--- src/rtl/fifo_rd_arbiter.sv ---
// Round-robin arbiter sharing the single FIFO read port among NUM_REQ consumers on rdclk.
// Grants one requester per burst, strobes fifo_rd_en while data is available, and tags returning data.
module fifo_rd_arbiter #(
    parameter int NUM_REQ    = 4,
    parameter int DATA_WIDTH = 8,
    parameter int BURST_W    = 4,
    parameter int MAX_STALL  = 16
) (
    input  logic                       rdclk,
    input  logic                       rrst_n,
    input  logic [NUM_REQ-1:0]         req,
    input  logic [NUM_REQ*BURST_W-1:0] req_len,
    output logic [NUM_REQ-1:0]         gnt,
    output logic                       busy,
    input  logic                       fifo_empty,
    output logic                       fifo_rd_en,
    input  logic [DATA_WIDTH-1:0]      fifo_rdata,
    output logic [DATA_WIDTH-1:0]      rd_data,
    output logic [NUM_REQ-1:0]         rd_valid,
    output logic [NUM_REQ-1:0]         burst_done,
    output logic                       burst_abort
);

    // Handshake: a requester holds req[i] with req_len[i] until it sees gnt[i]; the grant is
    // held for the whole burst, each rd_valid[i] cycle carries one word, burst_done[i] ends it.

    localparam int IDX_W   = $clog2(NUM_REQ);
    localparam int STALL_W = (MAX_STALL == 0) ? 1 : $clog2(MAX_STALL + 1);
    localparam logic [STALL_W-1:0] STALL_LIM = STALL_W'((MAX_STALL == 0) ? 0 : MAX_STALL - 1);
    localparam logic [STALL_W-1:0] STALL_SAT = '1;
    localparam logic [IDX_W-1:0]   LAST_IDX  = IDX_W'(NUM_REQ - 1);
    localparam logic [BURST_W-1:0] ONE_LEN   = BURST_W'(1);

    typedef enum logic [1:0] {
        IDLE = 2'd0,
        READ = 2'd1,
        TAIL = 2'd2
    } state_t;

    state_t             state, state_nxt;
    logic [IDX_W-1:0]   idx, idx_nxt, rr_last, pick_idx, cand;
    logic               pick_vld;
    logic [BURST_W-1:0] remaining, remaining_nxt, pick_len;
    logic [BURST_W-1:0] len_arr [NUM_REQ];
    logic [STALL_W-1:0] stall_cnt, stall_nxt;
    logic               abort_q, abort_nxt;
    logic               rd_en_q;
    logic [NUM_REQ-1:0] idx_onehot;

    always_comb begin
        for (int i = 0; i < NUM_REQ; i++) begin
            len_arr[i] = req_len[i*BURST_W +: BURST_W];
        end
    end

    // Walk offsets from farthest to nearest so the first set bit after rr_last wins.
    always_comb begin
        pick_vld = 1'b0;
        pick_idx = '0;
        cand     = '0;
        for (int i = NUM_REQ; i >= 1; i--) begin
            cand = IDX_W'((int'(rr_last) + i) % NUM_REQ);
            if (req[cand]) begin
                pick_vld = 1'b1;
                pick_idx = cand;
            end
        end
    end

    assign pick_len = len_arr[pick_idx];

    always_comb begin
        state_nxt     = state;
        idx_nxt       = idx;
        remaining_nxt = remaining;
        stall_nxt     = stall_cnt;
        abort_nxt     = abort_q;
        fifo_rd_en    = 1'b0;
        case (state)
            IDLE: begin
                stall_nxt = '0;
                abort_nxt = 1'b0;
                if (pick_vld) begin
                    idx_nxt       = pick_idx;
                    remaining_nxt = (pick_len == '0) ? ONE_LEN : pick_len;
                    state_nxt     = READ;
                end
            end
            READ: begin
                fifo_rd_en = !fifo_empty;
                if (!fifo_empty) begin
                    stall_nxt     = '0;
                    remaining_nxt = remaining - ONE_LEN;
                    if (remaining == ONE_LEN) begin
                        state_nxt = TAIL;
                    end
                end else begin
                    if (stall_cnt != STALL_SAT) begin
                        stall_nxt = stall_cnt + 1'b1;
                    end
                    // Words not yet read are dropped on a stall timeout.
                    if (MAX_STALL != 0 && stall_cnt == STALL_LIM) begin
                        abort_nxt = 1'b1;
                        state_nxt = TAIL;
                    end
                end
            end
            TAIL: begin
                state_nxt = IDLE;
            end
            default: begin
                state_nxt = IDLE;
            end
        endcase
    end

    always_ff @(posedge rdclk or negedge rrst_n) begin
        if (!rrst_n) begin
            state     <= IDLE;
            idx       <= '0;
            remaining <= '0;
            stall_cnt <= '0;
            abort_q   <= 1'b0;
            rr_last   <= LAST_IDX;
            rd_en_q   <= 1'b0;
        end else begin
            state     <= state_nxt;
            idx       <= idx_nxt;
            remaining <= remaining_nxt;
            stall_cnt <= stall_nxt;
            abort_q   <= abort_nxt;
            rd_en_q   <= fifo_rd_en;
            if (state == TAIL) begin
                rr_last <= idx;
            end
        end
    end

    // Outputs decode from registered state, so an async reset clears them at once.
    assign idx_onehot  = NUM_REQ'(1) << idx;
    assign busy        = (state != IDLE);
    assign gnt         = busy ? idx_onehot : '0;
    assign burst_done  = (state == TAIL) ? idx_onehot : '0;
    assign burst_abort = (state == TAIL) && abort_q;
    assign rd_valid    = rd_en_q ? idx_onehot : '0;
    assign rd_data     = fifo_rdata;

endmodule

--- config.mk ---
export PLATFORM = sky130hd
export DESIGN_NAME = fifo_rd_arbiter
export DESIGN_NICKNAME = d
export VERILOG_FILES = /design/src/rtl/fifo_rd_arbiter.sv
export SDC_FILE = /design/constraint.sdc
export NUM_CORES = 1
export LEC_CHECK = 0
export BUFFER_PORTS_ARGS = -buffer_cell sky130_fd_sc_hd__buf_2
export CAP_MARGIN = 20
export CORE_MARGIN = 4
export CORE_UTILIZATION = 45
export CTS_BUF_LIST = sky130_fd_sc_hd__clkbuf_16
export DETAILED_ROUTE_END_ITERATION = 10
export GPL_ROUTABILITY_DRIVEN = 1
export PLACE_DENSITY = 0.77
export SLEW_MARGIN = 10
export SYNTH_ARGS = -nofsm -noshare
export SYNTH_HDL_FRONTEND = slang
export SYNTH_SLANG_ARGS = --single-unit
--- constraint.sdc ---
create_clock -name rdclk -period 3.3 [get_ports rdclk]
set_input_delay 0.66 -clock rdclk [delete_from_list [all_inputs] [get_ports rdclk]]
set_output_delay 0.66 -clock rdclk [all_outputs]
set_load 0.02 [all_outputs]
Yosys cells after proc, flatten, opt, wreduce, memory -nomap -nowiden
Cells that the tools add are included.

Output and inout bits: 23. Input bits: 31. Register bits after elaboration: 17. Logic and storage cells: 81.

Shift operators: 1. Eq/ne operators: 12. Reduce and logical (&&, ||, !) cells: 11. $add $sub $neg: 6. Bitwise logic cells: 1. $lt $le $gt $ge: 5. Multiplexer cells: 38.

Operator list (count): $mux W4 (8); $mux W2 (8); $lt A2 B3 Y1 const B (4); $mux W1 (11); $mux W5 (2); $pmux W5 S2 (1); $ne A3 B3 Y1 const B (3); $reduce_and A3 Y1 (3); $bmux W1 S2 (4); $bmux W4 S2 (1); $ne A2 B2 Y1 const B (4); $pmux W4 S2 (1); $add A5 B1 Y5 const B (1); $eq A5 B4 Y1 const B (1); $ne A5 B5 Y1 const B (1); $add A2 B1 Y2 const B (2); $add A2 B2 Y2 const B (2); $eq A4 B1 Y1 const B (1); $logic_not A4 Y1 (1); $pmux W2 S2 (1); $reduce_and A2 Y1 (2); $reduce_bool A2 Y1 (2); $shl A1 B2 Y4 const A (1); $sub A4 B1 Y4 const B (1); 8 further kinds (8).

Depth between registers and ports, before layout
Depth in word-level cells: 15. Mapped depth: 8.

Worst setup path after synthesis
OpenSTA, ideal clock, no wires.

Path type: input to register. Start point: in req[1]. End point: reg remaining[0]. Data required time: 3.223 ns. Library setup time: 0.077 ns. Path buffers: 1. Stages: 7. Arrival time: 1.867 ns. Setup slack: 1.356 ns. Path through: a21o_1 > a31oi_1 > buf_4 > mux2i_1 > mux2i_1 > or3_1 > a21oi_1.

Longest elaborated chain between the ends: 14. Elaborated cells on any way between the ends: 26. Classes of those cells: eq/ne: 1; mux: 22; bitwise: 1; reduce/logical: 2.

RTL lines: start, declared (line 11) `input logic [NUM_REQ-1:0] req,`; $bmux W1 S2 (line 63) `if (req[cand]) begin`; $mux W1 (not written as such) (line 63); $mux W2 (4 in series) (line 63); $not A2 Y3 (not written as such) (line 70) `assign pick_len = len_arr[pick_idx];`; $bmux W4 S2 (line 70); $mux W4 (not written as such) (2 in series) (line 70); $logic_not A4 Y1 (line 85) `remaining_nxt = (pick_len == '0) ? ONE_LEN : pick_len;`; $mux W4 (line 85); $mux W4 (line 83) `if (pick_vld) begin`; $pmux W4 S2 (line 79) `case (state)`; end signal, assigned (line 129) `remaining <= remaining_nxt;`; end, declared (line 43) `logic [BURST_W-1:0] remaining, remaining_nxt, pick_len;`.

Parallel ways exist; a longest one is shown, timed or not. The select of a mux whose other input is x is not followed. A chain may end at the register's enable or synchronous reset.

Worst setup path after layout
Start point: reg state[1]. End point: out fifo_rd_en.

Longest elaborated chain between the ends: 2.

RTL lines: start, declared (line 40) `state_t state, state_nxt;`; start signal, assigned (line 127) `state <= state_nxt;`; $eq A2 B1 Y1 (line 79); $mux W1 (line 79); end, declared (line 16) `output logic fifo_rd_en,`.

No other way between the ends.

==> tab_implementation.tex <==
\begin{tabular}{lr}
\hline
Metric & Value \\
\hline
\multicolumn{2}{l}{\textbf{Yosys}} \\
\quad Instance count of the mapped netlist & 134 \\
\quad Synth Cell Area & 0.00121 mm\^{}2 \\
\quad Leading post-synthesis cells by cell area & dfrtp\_1 (31\%), mux2i\_1 (12\%), buf\_4 (5.6\%), nor2\_1 (5.3\%), ha\_1 (5.1\%) \\
\quad Synthesized-area fraction occupied by adder cells & 5.15\% \\
\quad Number of warnings printed during yosys synthesis & 0 \\
\quad Synthesized-area fraction occupied by xor and xnor cells & 0\% \\
\quad Most instantiated library cell after synthesis & nor2\_1 \\
\quad Area fraction in compound gates after synthesis & 16.4\% \\
\quad Cell type contributing the most total cell area after synthesis & dfrtp\_1 \\
\quad Share of synthesized cell area in and, or, nand and nor gates & 18.7\% \\
\quad Synth Flop Type & dfrtp\_1 \\
\quad Cell variety after synth & 33 \\
\quad Leading cell types by count after synthesis & nor2\_1 (17), dfrtp\_1 (15), mux2i\_1 (14) \\
\quad Total nets after synthesis & 170 \\
\quad Count of flip-flops with a built-in enable after synthesis & 0 \\
\quad Mux cell area share after synthesis & 15.2\% \\
\quad Post-synth top area share & 30.9\% \\
\quad Average footprint of a synthesized cell & 9.07 um\^{}2 \\
\quad Share of flip-flops with an asynchronous set or reset after synthesis & 100\% \\
\quad Count of state elements after synthesis & 17 \\
\quad Seq/Total Area, Yosys & 35.2\% \\
\quad Combinational family with the most area after synthesis & simple AND/OR/NAND/NOR gates \\
\multicolumn{2}{l}{\textbf{Clock network}} \\
\quad Number of clock buffers inserted by TritonCTS & 3 \\
\quad Sink Count & 17 \\
\quad Post-CTS sizing & 0 \\
\quad CTS max path bufs & 2 \\
\quad Hold Buf Count CTS & 0 \\
\quad Total number of H-tree levels & 1 \\
\quad Later-pin clock latency in the skew report & 0.25 ns \\
\quad Clock transition at the registers of the reported paths & 0.05 ns \\
\quad CTS Root Buffer Type & clkbuf\_16 \\
\quad CTS tree & done \\
\quad Post-CTS Setup Bufs & 0 \\
\multicolumn{2}{l}{\textbf{Detailed routing}} \\
\quad Sum of routed wire length over all layers & 2.57 mm \\
\quad Post-DR wirelength/cell & 13.1 um \\
\quad Vias per std cell & 5.44 \\
\quad ANT nets after route & 0 \\
\quad Post-route DRC violation count & 0 \\
\quad Length of the first detailed-routing pass in iterations & 4 \\
\quad Vias & 1067 \\
\quad 1st-iter DRT viols & 55 \\
\multicolumn{2}{l}{\textbf{STA}} \\
\quad Finish-stage setup viols & 0 \\
\quad Final total negative setup slack & 0 ns \\
\quad Worst Max-Slew Pin Slew & 0.569 ns \\
\quad Max Clock Skew & 0.00108 ns \\
\quad Maximum achievable frequency & 0.476 GHz \\
\quad Number of hold violations in the final report & 0 \\
\quad Relative max-transition margin & 61.9\% \\
\quad Max-slew violation total from the final report & 0 \\
\quad Share of the clock period used by the worst path & 63.6\% \\
\quad Unrepaired setup endpoints after global routing & false \\
\quad Min Tclk post-route & 2.10 ns \\
\multicolumn{2}{l}{\textbf{Finish}} \\
\quad Share of post-route cells with drive strength above 1 & 30.1\% \\
\quad Fill count & 241 \\
\quad Area occupied by registers & 428 um\^{}2 \\
\quad Number of inserted diodes & 0 \\
\quad Layout area overhead & 19.7\% \\
\quad Final non-filler cell total & 196 \\
\quad Area used by multi-input combinational logic & 674 um\^{}2 \\
\quad Post-layout nets & 203 \\
\multicolumn{2}{l}{\textbf{Critical path}} \\
\quad Critical Path Source & state[1] \\
\quad Arrival time of data at the critical path endpoint & 1.44 ns \\
\quad Worst R2R Start & rr\_last[1] \\
\quad Worst-path fanout max & 7 \\
\quad Worst setup SP type & register \\
\quad Crit path largest cell delay & 0.44 ns \\
\quad WP buf/inv & 2 \\
\quad Cell family with the largest share of critical-path delay & flip-flops \\
\quad Critical path start-end classification & register to output port \\
\quad Crit path required time & 2.64 ns \\
\quad Endpoint type of the worst setup path & output port \\
\quad List of cells traversed by the critical path & inv\_1 > nand2\_1 > nor2\_1 > buf\_2 \\
\quad Crit path max-delay cell type & dfrtp\_1 \\
\multicolumn{2}{l}{\textbf{Floorplanning}} \\
\quad Die height & 60.0 um \\
\quad Boundary Pins & 54 \\
\quad Placeable core region & 0.00252 mm\^{}2 \\
\quad X dimension of the die & 60.0 um \\
\quad Die area & 0.00360 mm\^{}2 \\
\quad Site Rows & 18 \\
\quad Initial Util & 48.2\% \\
\multicolumn{2}{l}{\textbf{Flow run}} \\
\quad Number of violations of the max-capacitance limit & 0 \\
\multicolumn{2}{l}{\textbf{Power and ir drop}} \\
\quad Leak & 0.000731 uW \\
\quad Worst IR Drop VDD & 482 uV \\
\quad Power density over the cells & 698 mW/mm\^{}2 \\
\multicolumn{2}{l}{\textbf{Placement}} \\
\quad Number of placed cells counting well taps & 192 \\
\quad Dpl hpwl & 2.02 mm \\
\quad Global placer's final weighted congestion & 0.772 \\
\quad Number of input and output port buffers inserted & 37 \\
\multicolumn{2}{l}{\textbf{GRT}} \\
\quad Wire length of the first global-routing pass & 4.49 mm \\
\quad Pin count of the biggest net entering global routing & 18 \\
\quad Via count of the first global-routing pass & 1079 \\
\quad Antenna violations before repair & 0 \\
\quad Global route overflow & 0 \\
\quad Global router's overall resource usage & 16.5\% \\
\multicolumn{2}{l}{\textbf{Hold path}} \\
\quad Tightest Hold Check Type & input port to async pin \\
\multicolumn{2}{l}{\textbf{Status}} \\
\quad Result of the run & finished, final reports clean \\
\hline
\end{tabular}
where the power goes:
| part | internal (uW) | switching (uW) | leakage (uW) | total [uW] |
|---|---|---|---|---|
| Clock | 162 | 78.8 | 0.0000409 | 241 |
| Sequential | 274 | 74.6 | 0.000208 | 349 |
| Combinational | 180 | 245 | 0.000482 | 425 |
area by class of cell:
type,instances,share of cell area (%)
multi-input cells,96,46.4
flip-flops and latches,17,29.4
repair buffers,38,13.3
clock buffers,3,5.16
inverters,11,2.84
well taps,30,2.58
clock inverters,1,0.344
registers in the layout, summed over array words and instances, names as in the netlist:
signal	cells
abort_q	1
idx	2
rd_en_q	1
remaining	4
rr_last	2
stall_cnt	5
state	2
placed cells by master (no fill, tap or decap), drive strengths merged:
cell     n
nor3     5
ha       5
nand3    1
mux2i   14
nand4    1
o221ai   2
a21o     1
buf     38
o221a    1
a21oi    5
inv     11
and3     1
dfrtp   15
a311oi   1
o21ai   11
nand2   10
nand2b   8
or3      2
o41ai    2
mux2     4
a31oi    2
clkinv   1
nor2b    1
clkbuf   3
nor2    17
nand3b   1
and2b    1
dfstp    2
final timing paths:
check	slack [ns]	endpoint	cells after the start
setup / recovery	1.20	fifo_rd_en	4
hold / removal	0.33	stall_cnt[0]	1
setup reg to reg	1.34	remaining[0]	7
hold reg to reg	0.50	abort_q	2
max in group asynchronous	2.66	rr_last[1]	1
min in group rdclk	0.50	abort_q	2
stage by stage:
| stage | total power (uW) | utilization (%) | worst slack, ns | cell area, um^2 | hold slack, ns |
|---|---|---|---|---|---|
| 2_1_floorplan | 662 | - | 1.36 | 1210 | 0.364 |
| 3_3_place_gp | 756 | 54.5 | 1.14 | 1370 | 0.481 |
| 3_5_place_dp | 779 | 54.5 | 1.06 | 1370 | 0.490 |
| 4_1_cts | 1020 | 57.6 | 1.19 | 1450 | 0.338 |
| 5_1_grt | 1100 | 57.6 | 1.06 | 1450 | 0.361 |
| 6_report | 1010 | 57.6 | 1.20 | 1450 | 0.327 |
layer usage:
layer  vias up  GRT usage [%]  wire, um
met4         0           9.18        78
met2        40           27.3      1240
li1        525              -         -
met3        12           4.32       167
met5         -              0         0
met1       490           19.1      1090
worst reg2reg max path: stages (launching register included):
cell	delay (ns)
dfstp_2	0.58
nand3b_1	0.10
a31oi_1	0.17
buf_4	0.22
mux2i_1	0.22
mux2i_1	0.10
or3_1	0.37
a21oi_1	0.14
cells by family after synthesis:
family / Yosys count
multiplexers: 18
AND/OR/NAND/NOR: 48
flip-flops: 17
AO/OA/AOI/OAI: 25
adder cells (fa/ha/maj): 5
buffers and inverters: 21
Note: power is estimated with default switching activity, not from simulation.
